===== src/rtl/fpc_cpl_demux.sv =====
// Completion receive path: parses 3-DW-header CplD TLPs, realigns payload to qwords and
// writes them to per-channel reorder buffers, flagging the final completion of each tag.
module fpc_cpl_demux #(
    parameter logic [3:0] ENABLE        = 4'b0001,
    parameter int         NBITS_TAG_LOW = 3
) (
    input  logic                     clock,
    input  logic                     reset_n,
    input  logic                     rx_valid,
    input  logic                     rx_sof,
    input  logic                     rx_eof,
    input  logic [63:0]              rx_data,
    output logic                     wr_valid,
    output logic [1:0]               wr_chan,
    output logic [NBITS_TAG_LOW-1:0] wr_tag_low,
    output logic [5:0]               wr_qaddr,
    output logic [63:0]              wr_data,
    output logic                     done_valid,
    output logic [1:0]               done_chan,
    output logic [NBITS_TAG_LOW-1:0] done_tag_low,
    output logic                     err
);

    // state | meaning
    // IDLE  | waiting for a start-of-frame beat carrying DW0/DW1
    // HDR1  | next beat holds DW2 (tag) and the first payload DW
    // DATA  | one qword write per beat until the length is exhausted
    // DROP  | discard beats up to end of frame, no writes
    typedef enum logic [1:0] {IDLE = 2'd0, HDR1 = 2'd1, DATA = 2'd2, DROP = 2'd3} state_t;

    state_t                   state, state_nx;
    logic [6:0]               len_half_q;
    logic [11:0]              bc_q;
    logic [31:0]              hold_q;
    logic [5:0]               qaddr_q;
    logic [6:0]               remaining_q;
    logic [1:0]               chan_q;
    logic [NBITS_TAG_LOW-1:0] tag_low_q;
    logic                     final_q;

    logic                     hdr_is_cpld, hdr_bad;
    logic [7:0]               tag;
    logic                     tag_bad, bc_bad, fit_bad, hdr1_bad, last_beat;
    logic [11:0]              off_qw;
    logic                     wr_fire, done_fire, err_fire, hdr0_take, hdr1_take;

    assign hdr_is_cpld = (rx_data[30:24] == 7'b100_1010);
    assign hdr_bad     = (rx_data[47:45] != 3'd0) || rx_data[0] ||
                         (rx_data[9:0] == 10'd0) || (rx_data[9:0] > 10'd128);

    assign tag       = rx_data[15:8];
    assign tag_bad   = (tag[7:6] != 2'd0) || tag[3] || !ENABLE[tag[5:4]];
    assign bc_bad    = (bc_q > 12'd512) || (bc_q[2:0] != 3'd0);
    // A completion carries the tail of the request, so its start offset is what bytecount leaves.
    assign off_qw    = (12'd512 - bc_q) >> 3;
    assign fit_bad   = (off_qw + {5'd0, len_half_q}) > 12'd64;
    assign hdr1_bad  = tag_bad || bc_bad || fit_bad;
    assign last_beat = (remaining_q == 7'd1);

    always_ff @(posedge clock or negedge reset_n) begin
        if (!reset_n) state <= IDLE;
        else          state <= state_nx;
    end

    always_comb begin
        state_nx = state;
        if (rx_valid) begin
            if (rx_sof) begin
                if (!hdr_is_cpld || hdr_bad) state_nx = rx_eof ? IDLE : DROP;
                else                         state_nx = rx_eof ? IDLE : HDR1;
            end else begin
                case (state)
                    IDLE:    state_nx = IDLE;
                    HDR1:    state_nx = rx_eof ? IDLE : (hdr1_bad ? DROP : DATA);
                    DATA:    state_nx = rx_eof ? IDLE : (last_beat ? DROP : DATA);
                    DROP:    state_nx = rx_eof ? IDLE : DROP;
                    default: state_nx = IDLE;
                endcase
            end
        end
    end

    always_comb begin
        hdr0_take = rx_valid && rx_sof;
        hdr1_take = rx_valid && !rx_sof && (state == HDR1);
        wr_fire   = rx_valid && !rx_sof && (state == DATA);
        done_fire = wr_fire && last_beat && rx_eof && final_q;
        err_fire  = 1'b0;
        if (rx_valid) begin
            if (rx_sof)
                err_fire = (hdr_is_cpld && (hdr_bad || rx_eof)) || (state == HDR1) || (state == DATA);
            else
                err_fire = ((state == HDR1) && (hdr1_bad || rx_eof)) ||
                           ((state == DATA) && (last_beat != rx_eof));
        end
    end

    always_ff @(posedge clock or negedge reset_n) begin
        if (!reset_n) begin
            len_half_q   <= '0;
            bc_q         <= '0;
            hold_q       <= '0;
            qaddr_q      <= '0;
            remaining_q  <= '0;
            chan_q       <= '0;
            tag_low_q    <= '0;
            final_q      <= 1'b0;
            wr_valid     <= 1'b0;
            wr_chan      <= '0;
            wr_tag_low   <= '0;
            wr_qaddr     <= '0;
            wr_data      <= '0;
            done_valid   <= 1'b0;
            done_chan    <= '0;
            done_tag_low <= '0;
            err          <= 1'b0;
        end else begin
            wr_valid   <= wr_fire;
            done_valid <= done_fire;
            err        <= err_fire;
            if (hdr0_take) begin
                len_half_q <= rx_data[7:1];
                bc_q       <= rx_data[43:32];
            end
            if (hdr1_take) begin
                hold_q      <= rx_data[63:32];
                chan_q      <= tag[5:4];
                tag_low_q   <= tag[NBITS_TAG_LOW-1:0];
                qaddr_q     <= off_qw[5:0];
                remaining_q <= len_half_q;
                final_q     <= (bc_q == {2'b00, len_half_q, 3'b000});
            end
            if (wr_fire) begin
                wr_data     <= {rx_data[31:0], hold_q};
                hold_q      <= rx_data[63:32];
                wr_chan     <= chan_q;
                wr_tag_low  <= tag_low_q;
                wr_qaddr    <= qaddr_q;
                qaddr_q     <= qaddr_q + 6'd1;
                remaining_q <= remaining_q - 7'd1;
            end
            if (done_fire) begin
                done_chan    <= chan_q;
                done_tag_low <= tag_low_q;
            end
        end
    end

endmodule


===== config.mk =====
export PLATFORM = sky130hd
export DESIGN_NAME = fpc_cpl_demux
export DESIGN_NICKNAME = d
export VERILOG_FILES = /design/src/rtl/fpc_cpl_demux.sv
export SDC_FILE = /design/constraint.sdc
export NUM_CORES = 1
export LEC_CHECK = 0
export BUFFER_PORTS_ARGS = -buffer_cell sky130_fd_sc_hd__buf_2
export CAP_MARGIN = 40
export CORE_UTILIZATION = 45
export DETAILED_ROUTE_END_ITERATION = 7
export PLACE_DENSITY = 0.64
export SYNTH_ARGS = -nofsm -noshare
export SYNTH_HDL_FRONTEND = slang
export SYNTH_SLANG_ARGS = --single-unit

===== constraint.sdc =====
create_clock -name clock -period 3.3 [get_ports clock]
set_clock_uncertainty 0.15 [all_clocks]
set_input_delay 0.66 -clock clock [delete_from_list [all_inputs] [get_ports clock]]
set_output_delay 0.66 -clock clock [all_outputs]
set_load 0.01 [all_outputs]

==> impl_metrics.ini <==
[setup_path]
required_ns = 3.45
critPathMaxFanout = 4
crit_path_end_kind = register
crit_type = reg -> reg
worstPathCellList = nor3_4 > nand2_1 > nor3_1 > xnor2_1 > ha_1 > a221o_1 > a211oi_1 > a211oi_1 > o21ai_0 > o21ai_0
crit_path_top_delay_cell = dfrtp_1
cpPeakStageDelay_ns = 0.43
r2r-end = state[0]
arrival_ns = 3.19
ff2ff_path_depth = 10
worst_r2r_startpoint = bc_q[0]
ff2ff_setup_slack_ns = 0.26
startpoint_type = register

[floorplan]
start_util = 0.468
rows = 44
io-pin-count = 152
die_height_um = 126
core_sq_um = 14700
die_area_sq_um = 15800
die_w_um = 126

[finish]
antenna-diode-count = 0
layout_common_cells = nand2_1 (251), dfrtp_1 (155), buf_2 (150)
final_common_cell = nand2_1
postLayoutCoreUtil = 0.572
layout-drive-gt1-share = 0.306
layout.nets = 909
area_growth_pct = 22.3

[grt]
met2_usage = 0.359
overflow = 0
grt_pass1_vias = 5394
grt_max_degree = 87
grt_pass1_wl_mm = 27.7
met3_usage = 0.0484
top_usage_layer = met2
antenna_found_initial = 0
globalRouteMet1Util = 0.303
grt_usage = 0.225

[yosys]
syn_inst = 680
async_flop_share = 1.00
synth_seq_cells = 155
synth_area_leader_cell = dfrtp_1
synthFlopType = dfrtp_1
netlist-cell-type-count = 52
synth-edff-count = 0
synth-seq-area-share = 0.564
synth_top_area_frac = 0.564
synth.cell_area_sq_um = 6880
synthTopCellsByArea = dfrtp_1 (56%), nand2_1 (14%), mux2_2 (8.7%), ha_1 (2.4%), o21ai_0 (1.7%)
synth_nets = 763
avgSynthCellArea_sq_um = 10.1
yosys_warnings = 0

[placement]
dp_hpwl_mm = 11.4
port_buffers = 151
globalplace.congestion = 0.840

[routing]
drtPass1Iterations = 8
viasPerCell = 5.23
drt_wl_total_mm = 16.7
antenna_left = 0
drt_first_iter_violations = 391
drc = 15
num_vias = 5348
routedWlPerCell_um = 16.3

[run]
drv_cap = 0

[sta]
drv_slew = 0
finalSetupTns_ns = 0
post-route-period-util = 0.922
relSlewSlack = 0.415
max_slew.worst_pin.slew_ns = 0.878
hold_viol = 0
hold_ws_ns = 0.146
max_freq_ghz = 0.329
period_minus_slack_ns = 3.04
finalSetupViolations = 0
rsz0062_at_grt = false

[power]
p_leak_nw = 4.28
vdd_drop_max_mv = 0.431
power.total_mw = 6.72
p_per_area_nw_per_um2 = 799

[clocking]
cts_max_level = 4
cts_root_buf = clkbuf_16
path_clk_slew_ns = 0.06
clock_sinks = 155
cts_buffers = 17
clk_latency_ns = 0.43
cts_tree = done
clockBufferDepth = 2

[min_path]
hold_path_class = in -> async

[run_status]
violations = DRC
outcome = finished, violations left
==> registers in the layout (all words and copies together), names as in the netlist, 3 cells and up <==
name / count
wr_data: 64
hold_q: 32
bc_q: 12
len_half_q: 7
remaining_q: 7
qaddr_q: 6
wr_qaddr: 6
done_tag_low: 3
tag_low_q: 3
wr_tag_low: 3
==> cell usage after synthesis, types with 2 or more instances <==
library cell  instances
a211oi_1              5
a21oi_1              20
a221o_1               2
a22oi_1               3
and2_1                2
and3_1                3
buf_2                12
buf_6                 3
clkbuf_1             14
dfrtp_1             155
ha_1                 13
inv_1                10
mux2_2               53
mux2_4                5
mux2i_1               2
nand2_1             251
nand2b_1              6
nand3_1              10
nand4_1               2
nor2_1               21
nor2b_1               4
nor3_1                6
nor4_1                6
o211ai_1              2
o21a_1                2
o21ai_0              24
o22ai_1               6
xnor2_1               5
xor2_1               10
==> how the worst max path moves through the flow <==
stage	from	to	slack, ns
floorplan	bc_q[0]	state[0]	0.59
global placement	bc_q[0]	state[0]	0.23
detailed placement	bc_q[0]	err	0.20
CTS	bc_q[0]	err	0.19
global route	bc_q[0]	err	0.06
finish	bc_q[0]	state[0]	0.26
==> power by group <==
group          total, mW  internal, mW  leakage [nW]  switching (mW)
sequential          2.98          2.53          1.91           0.451
combinational       1.75         0.803          2.08           0.950
clock               1.98          1.15         0.291           0.832
total               6.72          4.49          4.28            2.23
==> critical path, delay by kind of cell, from the launching register on <==
kind            cells  cell delay (ns)
fa+ha+maj           1             0.35
xor+xnor            1             0.27
simple gates        3             0.68
compound gates      5             1.04
flops               1             0.43
==> what timing repair did <==
| item | 4_1_cts | 5_1_grt |
|---|---|---|
| hold buffers | 0 | 0 |
| gates resized for setup | 0 | 2 |
| setup buffers | 0 | 0 |
| endpoints found under the setup margin | 0 | 2 |
==> logic make-up (layout without fill, tap and decap cells) <==
kind of cell | after synthesis | count (layout) | share of synthesized area
AND/OR/NAND/NOR | 322 | 322 | 0.197
flip-flops | 155 | 155 | 0.564
AO/OA/AOI/OAI | 72 | 72 | 0.0633
multiplexers | 60 | 60 | 0.101
buffers and inverters | 42 | 201 | 0.0289
XOR/XNOR | 15 | 15 | 0.0191
adder cells (fa/ha/maj) | 14 | 14 | 0.0266
==> metal layers <==
metal	vias up	share of wire
li1	2554	-
met3	23	0.054
met2	172	0.46
met4	0	0.018
met1	2599	0.47
met5	-	0
==> final cells by class <==
| type | count | area [sq um] |
|---|---|---|
| clock buffer | 18 | 439 |
| fill | 1284 | 6290 |
| multi-input combinational | 483 | 2810 |
| clock inverter | 14 | 156 |
| timing repair buffer | 158 | 852 |
| sequential | 155 | 3880 |
| inverter | 11 | 41.3 |
| tap | 184 | 230 |
==> metrics by stage <==
| step | setup WS [ns] | cells | area (sq um) |
|---|---|---|---|
| floorplan | 0.589 | 680 | 6880 |
| finish | 0.259 | 1023 | 8410 |
| global route | 0.0602 | 1023 | 8410 |
| detailed placement | 0.199 | 991 | 7800 |
| global placement | 0.230 | 991 | 7800 |
| CTS | 0.186 | 1023 | 8400 |
(Power assumes the default switching activity.)
